## src/rtl/clk_divider_multi.sv

```systemverilog
// clk_divider_multi: N-channel runtime-programmable clock/tick divider.
// Divisor reloads are staged in div_nxt and applied only at a safe point (TC, stopped or idle).
module clk_divider_multi #(
  parameter int N_CH = 4,
  parameter int CNT_W = 32,
  parameter int unsigned DIV_RST = 130208,
  localparam int CH_W = (N_CH > 1) ? $clog2(N_CH) : 1
) (
  input  logic             clk,
  input  logic             rst_n,
  input  logic [N_CH-1:0]  en,
  input  logic [N_CH-1:0]  mode,
  input  logic             ld_valid,
  input  logic [CH_W-1:0]  ld_ch,
  input  logic [CNT_W-1:0] ld_div,
  output logic [N_CH-1:0]  clk_out,
  output logic [N_CH-1:0]  tick,
  output logic [N_CH-1:0]  pending
);
  localparam logic [CNT_W-1:0] DIV_R = CNT_W'(DIV_RST);
  for (genvar c = 0; c < N_CH; c++) begin : g_ch
    logic [CNT_W-1:0] cnt, div_act, div_nxt;
    logic mode_act, co, tk, pd, run, tc, app, ld;
    assign run = en[c] && (div_act != '0);
    assign tc = run && (cnt == div_act - CNT_W'(1));
    assign app = pd && (tc || !run);
    assign ld = ld_valid && (ld_ch == CH_W'(c));
    // a load in the same cycle as an apply stays pending: the apply takes the old div_nxt
    always_ff @(posedge clk or negedge rst_n)
      if (!rst_n) begin
        cnt <= '0;
        div_act <= DIV_R;
        div_nxt <= DIV_R;
        mode_act <= 1'b0;
        co <= 1'b0;
        tk <= 1'b0;
        pd <= 1'b0;
      end else begin
        cnt <= (app || tc) ? '0 : run ? cnt + CNT_W'(1) : cnt;
        div_act <= app ? div_nxt : div_act;
        div_nxt <= ld ? ld_div : div_nxt;
        pd <= ld || (pd && !app);
        mode_act <= tc ? mode[c] : mode_act;
        co <= (div_act == '0 || (app && div_nxt == '0)) ? 1'b0 : tc ? !(mode[c] || mode_act || co) : co;
        tk <= tc && mode[c];
      end
    assign clk_out[c] = co;
    assign tick[c] = tk;
    assign pending[c] = pd;
  end
endmodule
```

## config.mk

```make
export PLATFORM = sky130hd
export DESIGN_NAME = clk_divider_multi
export DESIGN_NICKNAME = d
export VERILOG_FILES = /design/src/rtl/clk_divider_multi.sv
export SDC_FILE = /design/constraint.sdc
export NUM_CORES = 1
export LEC_CHECK = 0
export BUFFER_PORTS_ARGS = -buffer_cell sky130_fd_sc_hd__buf_2
export CAP_MARGIN = 20
export CORE_AREA = 5 5 418 214
export CTS_CLUSTER_DIAMETER = 100
export DETAILED_ROUTE_END_ITERATION = 10
export DIE_AREA = 0 0 423 219
export MAX_ROUTING_LAYER = met4
export PLACE_DENSITY = 0.42
export SLEW_MARGIN = 20
export SYNTH_ARGS = -nofsm -noshare
export SYNTH_HDL_FRONTEND = slang
export SYNTH_SLANG_ARGS = --single-unit
export TNS_END_PERCENT = 50
```

## constraint.sdc

```tcl
create_clock -name clk -period 7.55 [get_ports clk]
set_input_delay 0.755 -clock clk [delete_from_list [all_inputs] [get_ports clk]]
set_output_delay 0.755 -clock clk [all_outputs]
set_load 0.1 [all_outputs]
```

==> impl_results.md, run 1 <==
- Max Cap Viol: 0
- CTS H-tree lvls: 2
- Gr ovfl total: 0
- Commonest non-fill, non-tap cells in the layout: 328 x dfrtp_1, 168 x nor2_1, 149 x xnor2_1
- VDD IR max: 0.1700 mV
- Synth warn: 0
- Crit Path Class: reg -> reg
- WL/cell: 21.26 um
- Combinational Power Share: 26.1%
- TritonCTS clock tree: yes
- Min Tclk post-route: 4.496 ns
- Seq cells post-synth: 400
- First-pass GRT wire length: 104700 um
- DRC errors left: 0
- Required @ worst endpoint: 7.99 ns
- CTS max path bufs: 3
- Core box area: 85300 sq um
- Tot GR Track Use: 15.16%
- Gpl congestion: 0.8901
- Worst EP arrival: 4.94 ns
- Area leader, netlist: dfrtp_1
- Hold WC Path Type: in -> async
- Pin count of the biggest net entering global routing: 162
- R2R Path Start: g_ch[3].div_act[0]
- Worst-Margin Slew: 1.100 ns
- Vias in the first global route: 15899
- Synth area leaders: dfrtp_1 37%, dfstp_2 8.6%, mux2_2 7.0%
- Clock Sinks: 400
- Final Hold Viols: 0
- Post-synth top area share: 37.23%
- Clock slew at reported path FFs: 0.07 ns
- CP endpoint kind: register
- Setup slack after layout: 3.054 ns
- FF-to-FF setup slack: 3.05 ns
- Clk Latency, worst-skew pair: 0.56 ns
- Most common library cell in the layout ignoring fill and taps: dfrtp_1
- FP Rows: 76
- Mapped Cells: 2056
- Worst-path fanout max: 32
- PortBufs: 56
- Final worst-path cycle share: 59.55%
- Post-CTS setup buffers: 0
- Vias: 16190
- Initial Util: 25.85%
- EDFF count, synth: 0
- Initial DRC Count: 1392
- Slew headroom: 26.09%
- Clock power share: 28.5%
- Async S/R FF share, synth: 100.0%
- Fin cells: 3249
- Post-synth top flop: dfrtp_1
- Worst clock skew: 0.01115 ns
- Syn Area/Cell: 10.72 sq um
- Max Slew Vio Count: 0
- Final core occ: 29.22%
- Die Width: 423 um
- Layout area overhead: 13.06%
- Placed Cells: 3173
- P_sw: 2652 uW
- Die area: 92640 sq um
- Setup crit end: g_ch[3].div_act[26]
- Root Driver: clkbuf_16
- Internal: 4795 uW
- RSZ-0062 raised after global routing: no
- Max Fclk: 222.4 MHz
- Number of buffers created by CTS: 40
- Share of cells above drive strength 1: 19.10%
- Final net count: 2142
- Chip Height: 219 um
- Reg2reg end: g_ch[3].div_act[26]
- Switching part of the total power: 35.61%
- First drt pass iteration count: 5
- Worst r2r path cells: 12
- Seq/Total Area, Yosys: 45.81%
- Setup crit start kind: register
- Syn_nets: 2113
- Post-cts gate resize count: 0
- I/O pins: 57
- Setup_tns: 0 ns
- Mapped Area: 22050 sq um
- Critical Path Start: g_ch[3].div_act[0]
- Vias per cell: 4.983
- Routed WL: 69080 um
- Power share of the sequential group: 45.4%
- Synth unique cells: 82
- Final setup violation count: 0
- Status: completed
- DP HPWL: 52390 um
- Place WS: 2.907 ns
- Initial antenna violation count: 10
- CTS Hold Bufs: 0
- PwrDens: 298.8 nW/um^2
- Antenna Nets Post-Route: 0
- Lkg Pwr: 0.009990 uW
==> worst max-delay path, stage by stage, from the launching register on <==
cell and delay (ns):
dfrtp_1 0.44, inv_1 0.11, ha_1 0.18, or3b_1 0.52, nor3_1 0.89, a21o_1 0.24, nand3_1 0.08, nor4_1 0.27
nand4b_1 0.22, nor4_4 0.62, o21ai_4 0.06, buf_4 0.32, mux2_4 0.37
==> synth_stat cells (all sizes together) (9+ instances only) <==
cell    count
nor3       74
or3        27
nand2b     18
clkbuf     59
mux2      264
and2       40
mux2i       9
nor4       87
a21oi      25
nor2b      16
ha         12
a31oi      21
buf        27
xnor2     149
and4       12
xor2      126
or4        26
nand3      81
inv        29
nand2      96
nor2      168
and3       40
o31ai      14
nand4      61
nand3b     14
o21ai      30
nand4b      9
dfrtp     328
dfstp      72
a21o       11
==> flip-flops by register name, summed over array words and instances (netlist names) <==
signal,count
g_ch.mode_act,4
g_ch.pd,4
g_ch.tk,4
g_ch.cnt,128
g_ch.co,4
g_ch.div_nxt,128
g_ch.div_act,128
==> layer usage <==
metal  GRT usage (%)  wire length, um
met5               -                0
met3           3.766             5460
met4           2.224              856
met1           25.12            38910
met2           17.77            23850
==> worst min path at each step <==
stage	start	slack, ns	to	depth (start not counted)
6_report	rst_n	0.24	g_ch[3].cnt[4]	1
5_1_grt	rst_n	0.29	g_ch[3].cnt[2]	1
4_1_cts	rst_n	0.26	g_ch[3].cnt[4]	1
3_5_place_dp	g_ch[3].mode_act	0.48	g_ch[3].mode_act	2
3_3_place_gp	g_ch[3].mode_act	0.46	g_ch[3].mode_act	2
2_1_floorplan	g_ch[3].mode_act	0.45	g_ch[3].mode_act	2
==> power by group through the flow <==
stage          Clock, uW  Combinational [uW]  Sequential [uW]
2_1_floorplan          0                1540             3040
4_1_cts             2210                1920             3380
3_3_place_gp           0                1880             3400
5_1_grt             2290                2140             3460
6_report            2120                1950             3380
3_5_place_dp           0                1900             3420
==> layout make-up <==
cell class	count	area (sq um)
fillers	8786	60370
multi-input cells	1541	11480
flip-flops and latches	400	10100
well taps	1131	1415
clock buffers	57	1166
repair buffers	73	462.9
clock inverters	15	185.2
inverters	29	108.9
diodes	3	7.507
==> through the flow <==
step	hold WS, ns	instance area, sq um	power (uW)
after floorplan	0.4469	22050	4582
after global placement	0.4623	23520	5285
after detailed placement	0.4775	23520	5317
after CTS	0.2580	24870	7508
after global routing	0.2935	24920	7891
final	0.2417	24930	7447
==> logic make-up after synthesis <==
group           count (synthesis)  share of synthesized area [%]
fa+ha+maj                      12                         0.6810
buf+inv                       115                          2.327
flops                         400                          45.81
compound gates                174                          5.596
xor+xnor                      276                          11.03
simple gates                  806                          20.15
mux                           273                          14.40
(Power assumes the default switching activity.)
==> run 2, diff against run 1 <==
--- a/config.mk
+++ b/config.mk
@@ -12,7 +12,7 @@
 export DETAILED_ROUTE_END_ITERATION = 10
 export DIE_AREA = 0 0 423 219
 export MAX_ROUTING_LAYER = met4
-export PLACE_DENSITY = 0.42
+export PLACE_DENSITY = 0.43
 export SLEW_MARGIN = 20
 export SYNTH_ARGS = -nofsm -noshare
 export SYNTH_HDL_FRONTEND = slang
==> constraint.sdc (replaced) <==
create_clock -name clk -period 3.6 [get_ports clk]
set_input_delay 0.36 -clock clk [delete_from_list [all_inputs] [get_ports clk]]
set_output_delay 0.36 -clock clk [all_outputs]
set_load 0.1 [all_outputs]
==> run 2 against run 1 <==
Against the previous run:
- total power increased by 120%
- via count grew 4.3%
- register-to-register slack lost 3.1 ns
- critical path depth unchanged
- the flow now finishes with violations (setup timing)
- non-clock buffer count grew 137
- design area is 5.8% higher
==> impl_results.md, run 2 (synthesis results as in run 1) <==
- Min Tclk post-route: 3.681 ns
- Gr ovfl total: 0
- Biggest regs: g_ch.cnt x128, g_ch.div_act x128, g_ch.div_nxt x128
- Final worst-path cycle share: 102.2%
- Lkg Pwr: 0.01077 uW
- First drt pass iteration count: 5
- Worst clock skew: 0.01951 ns
- Commonest non-fill, non-tap cells in the layout: 327 x dfrtp_1, 165 x nor2_1, 148 x xnor2_1
- Routed WL: 70670 um
- Chip Height: 219 um
- Clock slew at reported path FFs: 0.07 ns
- Fillers: 8724
- First-pass GRT wire length: 107300 um
- Tot GR Track Use: 15.45%
- Setup crit start kind: register
- Root Driver: clkbuf_16
- Status: complete, but fails checks
- Placement Cell Area: 24550 sq um
- Initial antenna violation count: 19
- Vias: 16892
- Max Slew Vio Count: 0
- Failing checks: setup timing
- TritonCTS clock tree: yes
- Clock Sinks: 400
- Gpl congestion: 0.8902
- WL/cell: 20.85 um
- Max Cap Viol: 0
- Max Fclk: 271.7 MHz
- Fin cells: 3389
- Final setup violation count: 32
- PnR Total Power: 16190 uW
- Clk Latency, worst-skew pair: 0.57 ns
- Number of buffers created by CTS: 40
- I/O pins: 57
- Setup_tns: -1.921 ns
- Initial Util: 25.85%
- Final Hold Viols: 0
- CP endpoint kind: register
- Antenna Nets Post-Route: 0
- Share of cells above drive strength 1: 26.02%
- Most common library cell in the layout ignoring fill and taps: dfrtp_1
- DP HPWL: 53930 um
- CP Buf/Inv Count: 2
- CTS H-tree lvls: 2
- Die Width: 423 um
- Worst EP arrival: 4.14 ns
- DRC errors left: 0
- Vias per cell: 4.984
- Crit-path slowest cell: or4_4
- Worst-path fanout max: 16
- Hold WC Path Type: in -> reg
- Setup slack after layout: -0.08090 ns
- Required @ worst endpoint: 4.06 ns
- Initial DRC Count: 1417
- VDD IR max: 0.3111 mV
- Crit-path cells: inv_2, ha_4, or3b_4, or4_4, o31a_1, o32ai_2, a31oi_1, or3_4, nor4_4, o21ai_4, buf_12, mux2_4
- Crit Path Class: reg -> reg
- PwrDens: 614.3 nW/um^2
- Tightest hold margin: 0.04333 ns
- Final net count: 2279
- Die area: 92640 sq um
- Layout area overhead: 19.58%
- FP Rows: 76
- RSZ-0062 raised after global routing: yes
- Slew headroom: 28.50%
- Core box area: 85300 sq um
- Worst-Margin Slew: 1.069 ns
- CTS max path bufs: 3
- CP peak stage delay: 0.44 ns
- Vias in the first global route: 16434
- PortBufs: 56
- Top delay family on crit path: simple AND/OR/NAND/NOR gates
- Post-route cell area: 26360 sq um
- Pin count of the biggest net entering global routing: 92
- Placed Cells: 3295
## run 2: area by class of cell
type | count | area (sq um) | share of cell area [%]
repair buffers | 210 | 1654 | 6.274
inverters | 29 | 108.9 | 0.4129
clock buffers | 57 | 1156 | 4.385
clock inverters | 15 | 188.9 | 0.7167
multi-input cells | 1541 | 11720 | 44.47
well taps | 1131 | 1415 | 5.368
diodes | 6 | 15.01 | 0.05695
flip-flops and latches | 400 | 10100 | 38.31
## run 2: worst reg2reg max path, cell delays in order, from the launching register on
cell	delay, ns
dfrtp_1	0.40
inv_2	0.09
ha_4	0.14
or3b_4	0.39
or4_4	0.44
o31a_1	0.28
o32ai_2	0.26
a31oi_1	0.09
or3_4	0.38
nor4_4	0.42
o21ai_4	0.16
buf_12	0.20
mux2_4	0.33
## run 2: report_power, final
part / internal [uW] / total [uW] / switching, uW
sequential: 5590 / 6850 / 1260
combinational: 2390 / 4890 / 2500
clock: 2530 / 4450 / 1920
total: 10500 / 16200 / 5690
## run 2: final timing paths
check / start / endpoint / slack, ns / cells past startpoint
max: g_ch[3].div_act[0] / g_ch[3].div_act[22] / -0.08 / 12
min reg2reg: g_ch[3].mode_act / g_ch[3].mode_act / 0.50 / 2
min: mode[2] / g_ch[2].tk / 0.04 / 2
max reg2reg: g_ch[3].div_act[0] / g_ch[3].div_act[22] / -0.08 / 12
min in group asynchronous: rst_n / g_ch[3].tk / 0.35 / 2
max in group asynchronous: rst_n / g_ch[0].div_act[14] / 2.23 / 3
## run 2: routing by layer
layer | vias to the layer above | part of all wire (%) | GRT usage [%]
met3 | 60 | 6.8 | 2.735
met2 | 462 | 34 | 17.91
met4 | 0 | 1.1 | 2.031
met5 | - | 0 | -
li1 | 7831 | - | -
met1 | 8539 | 58 | 26.53
## run 2: what timing repair did
action | CTS | global route
hold buffers | 1 | 0
cloned | 0 | 5
resized for setup | 8 | 49
endpoints found under the setup margin | 67 | 259
setup buffers | 0 | 10
hold endpoints to repair | 60 | 0
pin swaps | 0 | 15
## run 2: per-stage QoR
step	util (%)	setup slack, ns
after floorplan	-	0.005403
after global placement	28.78	-0.07683
after detailed placement	28.78	-0.1812
after CTS	30.41	-0.005812
after global routing	30.89	-0.2220
final	30.91	-0.08090
==> run 3, diff against run 2 <==
--- a/config.mk
+++ b/config.mk
@@ -5,12 +5,13 @@
 export SDC_FILE = /design/constraint.sdc
 export NUM_CORES = 1
 export LEC_CHECK = 0
+export ABC_AREA = 1
 export BUFFER_PORTS_ARGS = -buffer_cell sky130_fd_sc_hd__buf_2
-export CAP_MARGIN = 20
-export CORE_AREA = 5 5 418 214
+export CORE_AREA = 5 5 454 232
 export CTS_CLUSTER_DIAMETER = 100
 export DETAILED_ROUTE_END_ITERATION = 10
-export DIE_AREA = 0 0 423 219
+export DIE_AREA = 0 0 459 237
+export GPL_ROUTABILITY_DRIVEN = 1
 export MAX_ROUTING_LAYER = met4
 export PLACE_DENSITY = 0.43
 export SLEW_MARGIN = 20
==> run 3 against run 2 <==
Against the previous run:
- the run now ends clean
- first-iteration DRC count is 92% higher
- die area is 17% higher
- non-clock buffer count is 86 lower
==> impl_results.md, run 3 <==
- Status: completed
- DRC errors left: 0
- PortBufs: 56
- CP most frequent cell: nand2_1
- Vias in the first global route: 22708
- Fin cells: 5221
- Share of cells above drive strength 1: 9.067%
- Final Hold Viols: 0
- Synth warn: 0
- Worst EP arrival: 3.90 ns
- Placed Cells: 5136
- Syn Area/Cell: 6.898 sq um
- Pin count of the biggest net entering global routing: 80
- Post-CTS setup buffers: 0
- WL/cell: 19.70 um
- Commonest cells in the netlist: 1181 x nand2_1, 501 x nor2_1, 373 x inv_1
- Crit-path slowest cell: nor2_1
- CTS max path bufs: 3
- VDD IR max: 0.3274 mV
- Seq/Total Area, Yosys: 38.88%
- Max Cap Viol: 0
- R2R Path Start: g_ch[3].div_act[0]
- Commonest non-fill, non-tap cells in the layout: 1181 x nand2_1, 500 x nor2_1, 373 x inv_1
- TritonCTS clock tree: yes
- Initial antenna violation count: 9
- CP endpoint kind: register
- Post-synth top flop: dfrtp_1
- Max Slew Vio Count: 0
- Tot GR Track Use: 19.02%
- Layout area overhead: 13.71%
- Gr ovfl total: 0
- Clock slew at reported path FFs: 0.06 ns
- Synth area leaders: dfrtp_1 32%, nand2_1 17%, dfstp_2 7.3%
- Setup crit start kind: register
- Lkg Pwr: 0.01399 uW
- Root Driver: clkbuf_16
- Vias: 25136
- Critical Path Start: g_ch[3].div_act[0]
- Min Tclk post-route: 3.408 ns
- Initial Util: 25.66%
- CTS H-tree lvls: 2
- Biggest regs: g_ch.cnt x128, g_ch.div_act x128, g_ch.div_nxt x128
- Area leader, netlist: dfrtp_1
- Seq cells post-synth: 400
- Required @ worst endpoint: 4.09 ns
- Mapped Cells: 3766
- PwrDens: 622.1 nW/um^2
- Core box area: 101300 sq um
- Fillers: 11190
- Clock Sinks: 400
- Final worst-path cycle share: 94.67%
- CP peak stage delay: 0.44 ns
- Chip Height: 237 um
- Worst-Margin Slew: 0.7618 ns
- Initial DRC Count: 2719
- Die Width: 459 um
- Setup_tns: 0 ns
- RSZ-0062 raised after global routing: no
- DP HPWL: 82280 um
- Routed WL: 102800 um
- Async S/R FF share, synth: 100.0%
- First-pass GRT wire length: 152800 um
- Most frequent cell after synthesis: nand2_1
- Most common library cell in the layout ignoring fill and taps: nand2_1
- Mapped Area: 25980 sq um
- Post-synth top area share: 31.59%
- Vias per cell: 4.814
- Worst clock skew: 0.03645 ns
- First drt pass iteration count: 6
- Crit Path Class: reg -> reg
- Antenna Nets Post-Route: 0
- Hold Startpoint: ld_div[25]
- Clk Latency, worst-skew pair: 0.63 ns
- FF-to-FF setup slack: 0.19 ns
- Final setup violation count: 0
- Final net count: 3883
- Number of buffers created by CTS: 42
- FP Rows: 83
- Die area: 108800 sq um
- I/O pins: 57
- Max Fclk: 293.4 MHz
- Synth unique cells: 53
- Syn_nets: 3823
- Crit-path cells: inv_1, ha_1, nand2_2, nor2_1, nand2_1, o21ai_1, nand2_1, nand2_1, nand2_1, nor2_1, nand2_1, nor2_2, nand3_2, nand2_4, nand2_4, nor2_1, nor2_1
- Worst-path fanout max: 33
- Slew headroom: 48.74%
- EDFF count, synth: 0
- Hold WC Path Type: in -> reg
- Gpl congestion: 0.9884
run 3: metrics by stage:
stage                     util [%]  hold WS, ns  total power, uW  cell area [sq um]  worst slack (ns)
after floorplan                  -      0.06441            10920              25980             1.109
after global placement       27.68       0.4279            13560              28030            0.3597
after detailed placement     27.68       0.4299            13450              28030            0.3407
after CTS                    29.17       0.1783            18330              29530            0.3175
after global routing         29.18       0.1869            19650              29540           0.01158
final                        29.18       0.1797            18380              29540            0.1919
run 3: critical path: cells and delay by family, from the launching register on:
kind	cells	cell delay, ns
flip-flops	1	0.39
buffers and inverters	1	0.19
AND/OR/NAND/NOR	14	2.18
AO/OA/AOI/OAI	1	0.21
adder cells (fa/ha/maj)	1	0.31
run 3: cell families (layout without fill, tap and decap cells):
family          count (synthesis)  count (layout)  synth area share, %
xor+xnor                      197             197                6.854
buf+inv                       489             583                7.687
flops                         400             400                38.88
fa+ha+maj                      12              12               0.5779
other cells                     0               1                    0
simple gates                 2420            2420                40.90
compound gates                248             248                5.105
run 3: final timing paths:
check | end | depth (start not counted)
worst max-delay path | g_ch[3].co | 17
worst min-delay path | g_ch[2].div_nxt[25] | 3
worst max register to register | g_ch[3].co | 17
worst min register to register | g_ch[1].mode_act | 2
max in group asynchronous | g_ch[0].cnt[29] | 3
min in group asynchronous | g_ch[2].cnt[25] | 2
run 3: area by class of cell:
type | instances | area, sq um | area share, %
multi-input combinational | 2877 | 13900 | 47.07
sequential | 400 | 10100 | 34.19
tap | 1360 | 1702 | 5.760
inverter | 381 | 1430 | 4.841
clock buffer | 59 | 1215 | 4.113
timing repair buffer | 124 | 957.2 | 3.240
clock inverter | 19 | 230.2 | 0.7793
antenna | 1 | 2.502 | 0.008471
run 3: power breakdown:
part,internal [uW],total (uW),switching (uW)
logic,2280,7200,4920
clock network,2660,4760,2100
registers,5320,6410,1090
run 3: metal layers:
| layer | wire [um] | vias to the layer above | share of wire [%] | track usage, % |
|---|---|---|---|---|
| met5 | 0 | - | 0 | - |
| met4 | 1142 | 0 | 1.1 | 2.268 |
| met3 | 9973 | 75 | 9.7 | 5.042 |
| met2 | 33370 | 908 | 32 | 20.78 |
| met1 | 58360 | 11913 | 57 | 32.71 |
| li1 | - | 12240 | - | - |
run 3: what timing repair did:
item | 4_1_cts | 5_1_grt
setup endpoints to repair | 0 | 24
gates resized for setup | 0 | 2
hold buffers | 6 | 0
endpoints found under the hold margin | 57 | 0
